[src/rtl/seg7_capture.sv]
// Observer for a multiplexed active-low 7-segment bus: samples settled digits,
// checks the ones->tens->hundreds->thousands frame and reports the two-digit count.
//   state     | meaning
//   WAIT_ONES | idle, looking for a settled ones digit
//   GOT_ONES  | ones latched, expecting tens BCD
//   GOT_TENS  | tens latched, expecting hundreds DASH
//   GOT_HUND  | hundreds DASH seen, expecting thousands DASH
module seg7_capture #(
  parameter int SETTLE_CYCLES  = 16,
  parameter int TIMEOUT_CYCLES = 250_000
) (
  input  logic       clk_50MHz,
  input  logic       reset_n,
  input  logic [7:0] seg,
  input  logic [3:0] digit,
  output logic [7:0] count,
  output logic       count_valid,
  output logic       decode_err,
  output logic       stale
);

  typedef enum logic [1:0] {WAIT_ONES, GOT_ONES, GOT_TENS, GOT_HUND} state_t;

  localparam logic [3:0]  V_DASH  = 4'd10;
  localparam logic [3:0]  V_BAD   = 4'd15;
  localparam logic [7:0]  FIRE_AT = 8'(SETTLE_CYCLES - 2);
  localparam logic [17:0] T_MAX   = 18'(TIMEOUT_CYCLES - 1);

  logic [7:0]  r_seg_s1, r_seg_s2, r_seg_prev;
  logic [3:0]  r_dig_s1, r_dig_s2, r_dig_prev;
  logic [7:0]  r_stab;
  state_t      r_state, w_state_nxt;
  logic [3:0]  r_ones, r_tens;
  logic [7:0]  r_count;
  logic        r_count_valid, r_decode_err, r_stale;
  logic [17:0] r_timer;

  logic        w_onehot, w_changed, w_sample;
  logic [3:0]  w_val;
  logic        w_is_bcd, w_is_dash;
  logic        w_ld_ones, w_ld_tens, w_done, w_err;

  always_ff @(posedge clk_50MHz or negedge reset_n) begin
    if (!reset_n) begin
      r_seg_s1   <= '0;
      r_seg_s2   <= '0;
      r_seg_prev <= '0;
      r_dig_s1   <= '0;
      r_dig_s2   <= '0;
      r_dig_prev <= '0;
      r_stab     <= '0;
    end else begin
      r_seg_s1   <= seg;
      r_seg_s2   <= r_seg_s1;
      r_seg_prev <= r_seg_s2;
      r_dig_s1   <= digit;
      r_dig_s2   <= r_dig_s1;
      r_dig_prev <= r_dig_s2;
      if (!w_onehot || w_changed)
        r_stab <= '0;
      else if (r_stab != 8'hFF)
        r_stab <= r_stab + 8'd1;
    end
  end

  assign w_onehot  = (r_dig_s2 != 4'd0) && ((r_dig_s2 & (r_dig_s2 - 4'd1)) == 4'd0);
  assign w_changed = {r_dig_s2, r_seg_s2} != {r_dig_prev, r_seg_prev};
  // r_stab==0 on the first unchanged cycle, so SETTLE-2 marks SETTLE cycles of s2 dwell.
  assign w_sample  = w_onehot && !w_changed && (r_stab == FIRE_AT);

  always_comb begin
    w_val = V_BAD;
    case (r_seg_s2)
      8'h03: w_val = 4'd0;
      8'h9F: w_val = 4'd1;
      8'h25: w_val = 4'd2;
      8'h0D: w_val = 4'd3;
      8'h99: w_val = 4'd4;
      8'h49: w_val = 4'd5;
      8'h41: w_val = 4'd6;
      8'h1F: w_val = 4'd7;
      8'h01: w_val = 4'd8;
      8'h09: w_val = 4'd9;
      8'hFD: w_val = V_DASH;
      default: w_val = V_BAD;
    endcase
  end

  assign w_is_bcd  = (w_val <= 4'd9);
  assign w_is_dash = (w_val == V_DASH);

  always_ff @(posedge clk_50MHz or negedge reset_n) begin
    if (!reset_n) r_state <= WAIT_ONES;
    else          r_state <= w_state_nxt;
  end

  always_comb begin
    w_state_nxt = r_state;
    w_ld_ones   = 1'b0;
    w_ld_tens   = 1'b0;
    w_done      = 1'b0;
    w_err       = 1'b0;
    if (w_sample) begin
      case (r_state)
        WAIT_ONES: begin
          if (r_dig_s2 == 4'b0001) begin
            if (w_is_bcd) begin
              w_ld_ones   = 1'b1;
              w_state_nxt = GOT_ONES;
            end else begin
              w_err = 1'b1;
            end
          end
        end
        GOT_ONES: begin
          if (r_dig_s2 == 4'b0010 && w_is_bcd) begin
            w_ld_tens   = 1'b1;
            w_state_nxt = GOT_TENS;
          end else begin
            w_err       = 1'b1;
            w_state_nxt = WAIT_ONES;
          end
        end
        GOT_TENS: begin
          if (r_dig_s2 == 4'b0100 && w_is_dash) begin
            w_state_nxt = GOT_HUND;
          end else begin
            w_err       = 1'b1;
            w_state_nxt = WAIT_ONES;
          end
        end
        GOT_HUND: begin
          if (r_dig_s2 == 4'b1000 && w_is_dash) w_done = 1'b1;
          else                                  w_err  = 1'b1;
          w_state_nxt = WAIT_ONES;
        end
        default: w_state_nxt = WAIT_ONES;
      endcase
    end
  end

  always_ff @(posedge clk_50MHz or negedge reset_n) begin
    if (!reset_n) begin
      r_ones        <= '0;
      r_tens        <= '0;
      r_count       <= '0;
      r_count_valid <= 1'b0;
      r_decode_err  <= 1'b0;
      r_timer       <= '0;
      r_stale       <= 1'b0;
    end else begin
      r_count_valid <= w_done;
      r_decode_err  <= w_err;
      if (w_ld_ones) r_ones <= w_val;
      if (w_ld_tens) r_tens <= w_val;
      if (w_done)    r_count <= {r_tens, r_ones};
      // A completed frame beats timer saturation.
      if (w_done) begin
        r_timer <= '0;
        r_stale <= 1'b0;
      end else if (r_timer == T_MAX) begin
        r_stale <= 1'b1;
      end else begin
        r_timer <= r_timer + 18'd1;
      end
    end
  end

  assign count       = r_count;
  assign count_valid = r_count_valid;
  assign decode_err  = r_decode_err;
  assign stale       = r_stale;

endmodule

[config.mk]
export PLATFORM = sky130hd
export DESIGN_NAME = seg7_capture
export DESIGN_NICKNAME = d
export VERILOG_FILES = /design/src/rtl/seg7_capture.sv
export SDC_FILE = /design/constraint.sdc
export NUM_CORES = 1
export LEC_CHECK = 0
export BUFFER_PORTS_ARGS = -buffer_cell sky130_fd_sc_hd__buf_2
export CAP_MARGIN = 10
export CORE_ASPECT_RATIO = 2
export CORE_MARGIN = 2
export CORE_UTILIZATION = 35
export CTS_CLUSTER_DIAMETER = 30
export DETAILED_ROUTE_END_ITERATION = 7
export GPL_TIMING_DRIVEN = 0
export SYNTH_ARGS = -nofsm -noshare
export SYNTH_HDL_FRONTEND = slang
export SYNTH_SLANG_ARGS = --single-unit
[constraint.sdc]
create_clock -name clk_50MHz -period 2.3 [get_ports clk_50MHz]
set_input_delay 0.69 -clock clk_50MHz [delete_from_list [all_inputs] [get_ports clk_50MHz]]
set_output_delay 0.69 -clock clk_50MHz [all_outputs]
set_load 0.01 [all_outputs]
==> flow_metrics.tcl <==
set metrics [dict create \
    relSlewSlack_pct 55.3 \
    fin_skew_ps 7.30 \
    grt_max_degree 76 \
    first_pass_iters 5 \
    num_vias 2394 \
    io_pins 25 \
    max-vdd-ir-drop_v 0.000604 \
    yosysSeqAreaShare_pct 58.8 \
    synth.cell_area_mm2 0.00353 \
    drc 0 \
    grt_pass1_wl_mm 11.0 \
    final_cell_mix "dfrtp_1, nor2_1, buf_2" \
    fmaxAchievable_ghz 0.384 \
    hpwl_mm 4.20 \
    synth.distinct_cells 52 \
    violations "negative setup slack" \
    use_met1_pct 15.3 \
    numCtsBuffers 9 \
    mostFrequentLayoutCell "dfrtp_1" \
    die_w_um 75.1 \
    viasPerCell 4.89 \
    grt_usage_pct 13.1 \
    final_util_pct 46.5 \
    synthToLayoutAreaGrowth_pct 28.6 \
    clkLatencyLatePin_ps 340 \
    reg2reg_setup_slack_ps -300 \
    busiest_layer "met2" \
    use_met2_pct 21.3 \
    met3_usage_pct 3.59 \
    path_clk_slew_ps 60 \
    leakage_nw 2.00 \
    required_ps 2520 \
    grt_setup_unrepaired "yes" \
    setup_tns_ps -6350 \
    routedWlPerCell_um 13.6 \
    postSynthCellCount 298 \
    synth-seq-cells 83 \
    grt_pass1_vias 2402 \
    synth_area_per_cell_um2 11.9 \
    holdBufCountCts 0 \
    min_path_type "input pin to async pin" \
    cts_tree "built" \
    place_ws_ps -572 \
    hold_violations 0 \
    syn_nets 315 \
    fill_cells 904 \
    p_per_area_mw_per_mm2 689 \
    finalSetupViolCount 36 \
    synth_edf_count 0 \
    antenna_found_initial 0 \
    io_buffers 24 \
    dieHeight_um 146 \
    setup_ws_ps -303 \
    yosys-top-cells-area "dfrtp_1, xnor2_1, nor2_1" \
    dieArea_mm2 0.0110 \
    wirelength_mm 6.69 \
    antenna_cells 0 \
    period_needed_ps 2600 \
    outcome "finished with violations" \
    maxSlewViolCount 0 \
    critical_path_class "flip-flop to flip-flop" \
    synth_warnings 0 \
    grt-ovfl-total 0 \
    core_area_mm2 0.00976 \
    ys.flop_type "dfrtp_1" \
    dr.first_iter.drc_count 79 \
    cap_violations 0 \
    crit_arrival_ps 2820 \
    r2r-start "r_seg_s2[7]" \
    synth_top_area_share_pct 58.8 \
    cts_max_level 3 \
    worstSetupStartpoint "r_seg_s2[7]" \
    clockBufferDepth 2 \
    gp_congestion 0.805 \
    ant_nets 0 \
    drive_gt1_share_pct 32.7 \
    tightest_slew_ps 665 \
    synth_top_area_cell "dfrtp_1" \
    startpoint_type "flip-flop" \
    worst-path-max-fanout 5 \
    synthArstFlopShare_pct 100 \
    root_buffer "clkbuf_16" \
    rows 51 \
    finalNetCount 370 \
    clock-sinks 83 \
    initial_core_util_pct 36.2 \
    critPathCaptureType "flip-flop" \
    finalCritPeriodShare_pct 113 \
]
-- area by class of cell --
class | instances | area [um2] | area share (%)
Buffer | 6 | 65.1 | 1.43
Clock buffer | 9 | 225 | 4.96
Clock inverter | 7 | 83.8 | 1.84
Inverter | 4 | 15.0 | 0.330
Multi-Input combinational cell | 202 | 1520 | 33.4
Sequential cell | 83 | 2080 | 45.8
Tap cell | 132 | 165 | 3.63
Timing Repair Buffer | 47 | 392 | 8.62
-- state kept, by name (all words and copies together), names as in the netlist --
name         flops
r_timer         18
count            8
r_seg_prev       8
r_seg_s1         8
r_seg_s2         8
r_stab           8
r_dig_prev       4
r_dig_s1         4
r_dig_s2         4
r_ones           4
r_tens           4
r_state          2
count_valid      1
decode_err       1
stale            1
-- through the flow --
| step | power, W | area, um2 | cells | hold slack, ps |
|---|---|---|---|---|
| floorplan | 0.00159 | 3540 | 298 | 331 |
| global placement | 0.00165 | 3820 | 454 | 333 |
| detailed placement | 0.00166 | 3850 | 455 | 335 |
| CTS | 0.00316 | 4280 | 478 | 175 |
| global route | 0.00325 | 4540 | 490 | 178 |
| finish | 0.00313 | 4540 | 490 | 176 |
-- metal layers --
layer / share of wire, % / vias up / wire length (um)
li1: - / 1150 / -
met4: 2.9 / 0 / 195
met2: 55 / 53 / 3650
met3: 3.7 / 19 / 247
met5: 0 / - / 0
met1: 39 / 1172 / 2590
-- logic make-up (layout without fill, tap and decap cells) --
group	Yosys count	after routing	share of synthesized area, %
multiplexers	18	18	5.98
AO/OA/AOI/OAI	26	26	5.88
AND/OR/NAND/NOR	123	123	18.2
XOR/XNOR	32	32	7.93
adder cells (fa/ha/maj)	3	3	1.06
flip-flops	83	83	58.8
buffers and inverters	13	73	2.16
-- timing repair --
item,CTS,global route
setup endpoints to repair,37,37
endpoints found under the hold margin,0,0
gates cloned,0,3
pin swaps,5,8
resized for setup,16,38
setup buffers,9,10
-- final timing paths --
check                              endpoint  cells past startpoint
max in group asynchronous       r_dig_s2[3]                      2
worst min register to register  r_dig_s2[1]                      0
worst max-delay path              r_tens[2]                      7
worst max register to register    r_tens[2]                      7
min in group clk_50MHz          r_dig_s2[1]                      0
worst min-delay path             r_timer[1]                      1
-- critical path: stages, from the launching register on --
cell and delay [ps]:
dfrtp_1 390, buf_6 130, or3_4 400, a2111oi_4 320, nand4b_1 220, nand2_1 90, or4_4 610, mux2_4 320
-- synthesized netlist by cell type, drive strengths merged, types with 4 or more instances --
master,n
buf,7
and3,5
xnor2,19
or3,4
xor2,13
dfrtp,83
nand3,12
nor2,40
nand4,5
a31oi,4
inv,4
nor3,6
a21oi,6
nand2,21
nand4b,5
mux2,16
-- where the power goes --
part           switching [W]  leakage [nW]  internal (W)
combinational      0.0000770         0.793     0.0000611
clock               0.000615         0.149      0.000861
sequential         0.0000242          1.06       0.00149
total               0.000716          2.00       0.00241
No activity file was read; power rests on OpenSTA's default activity.
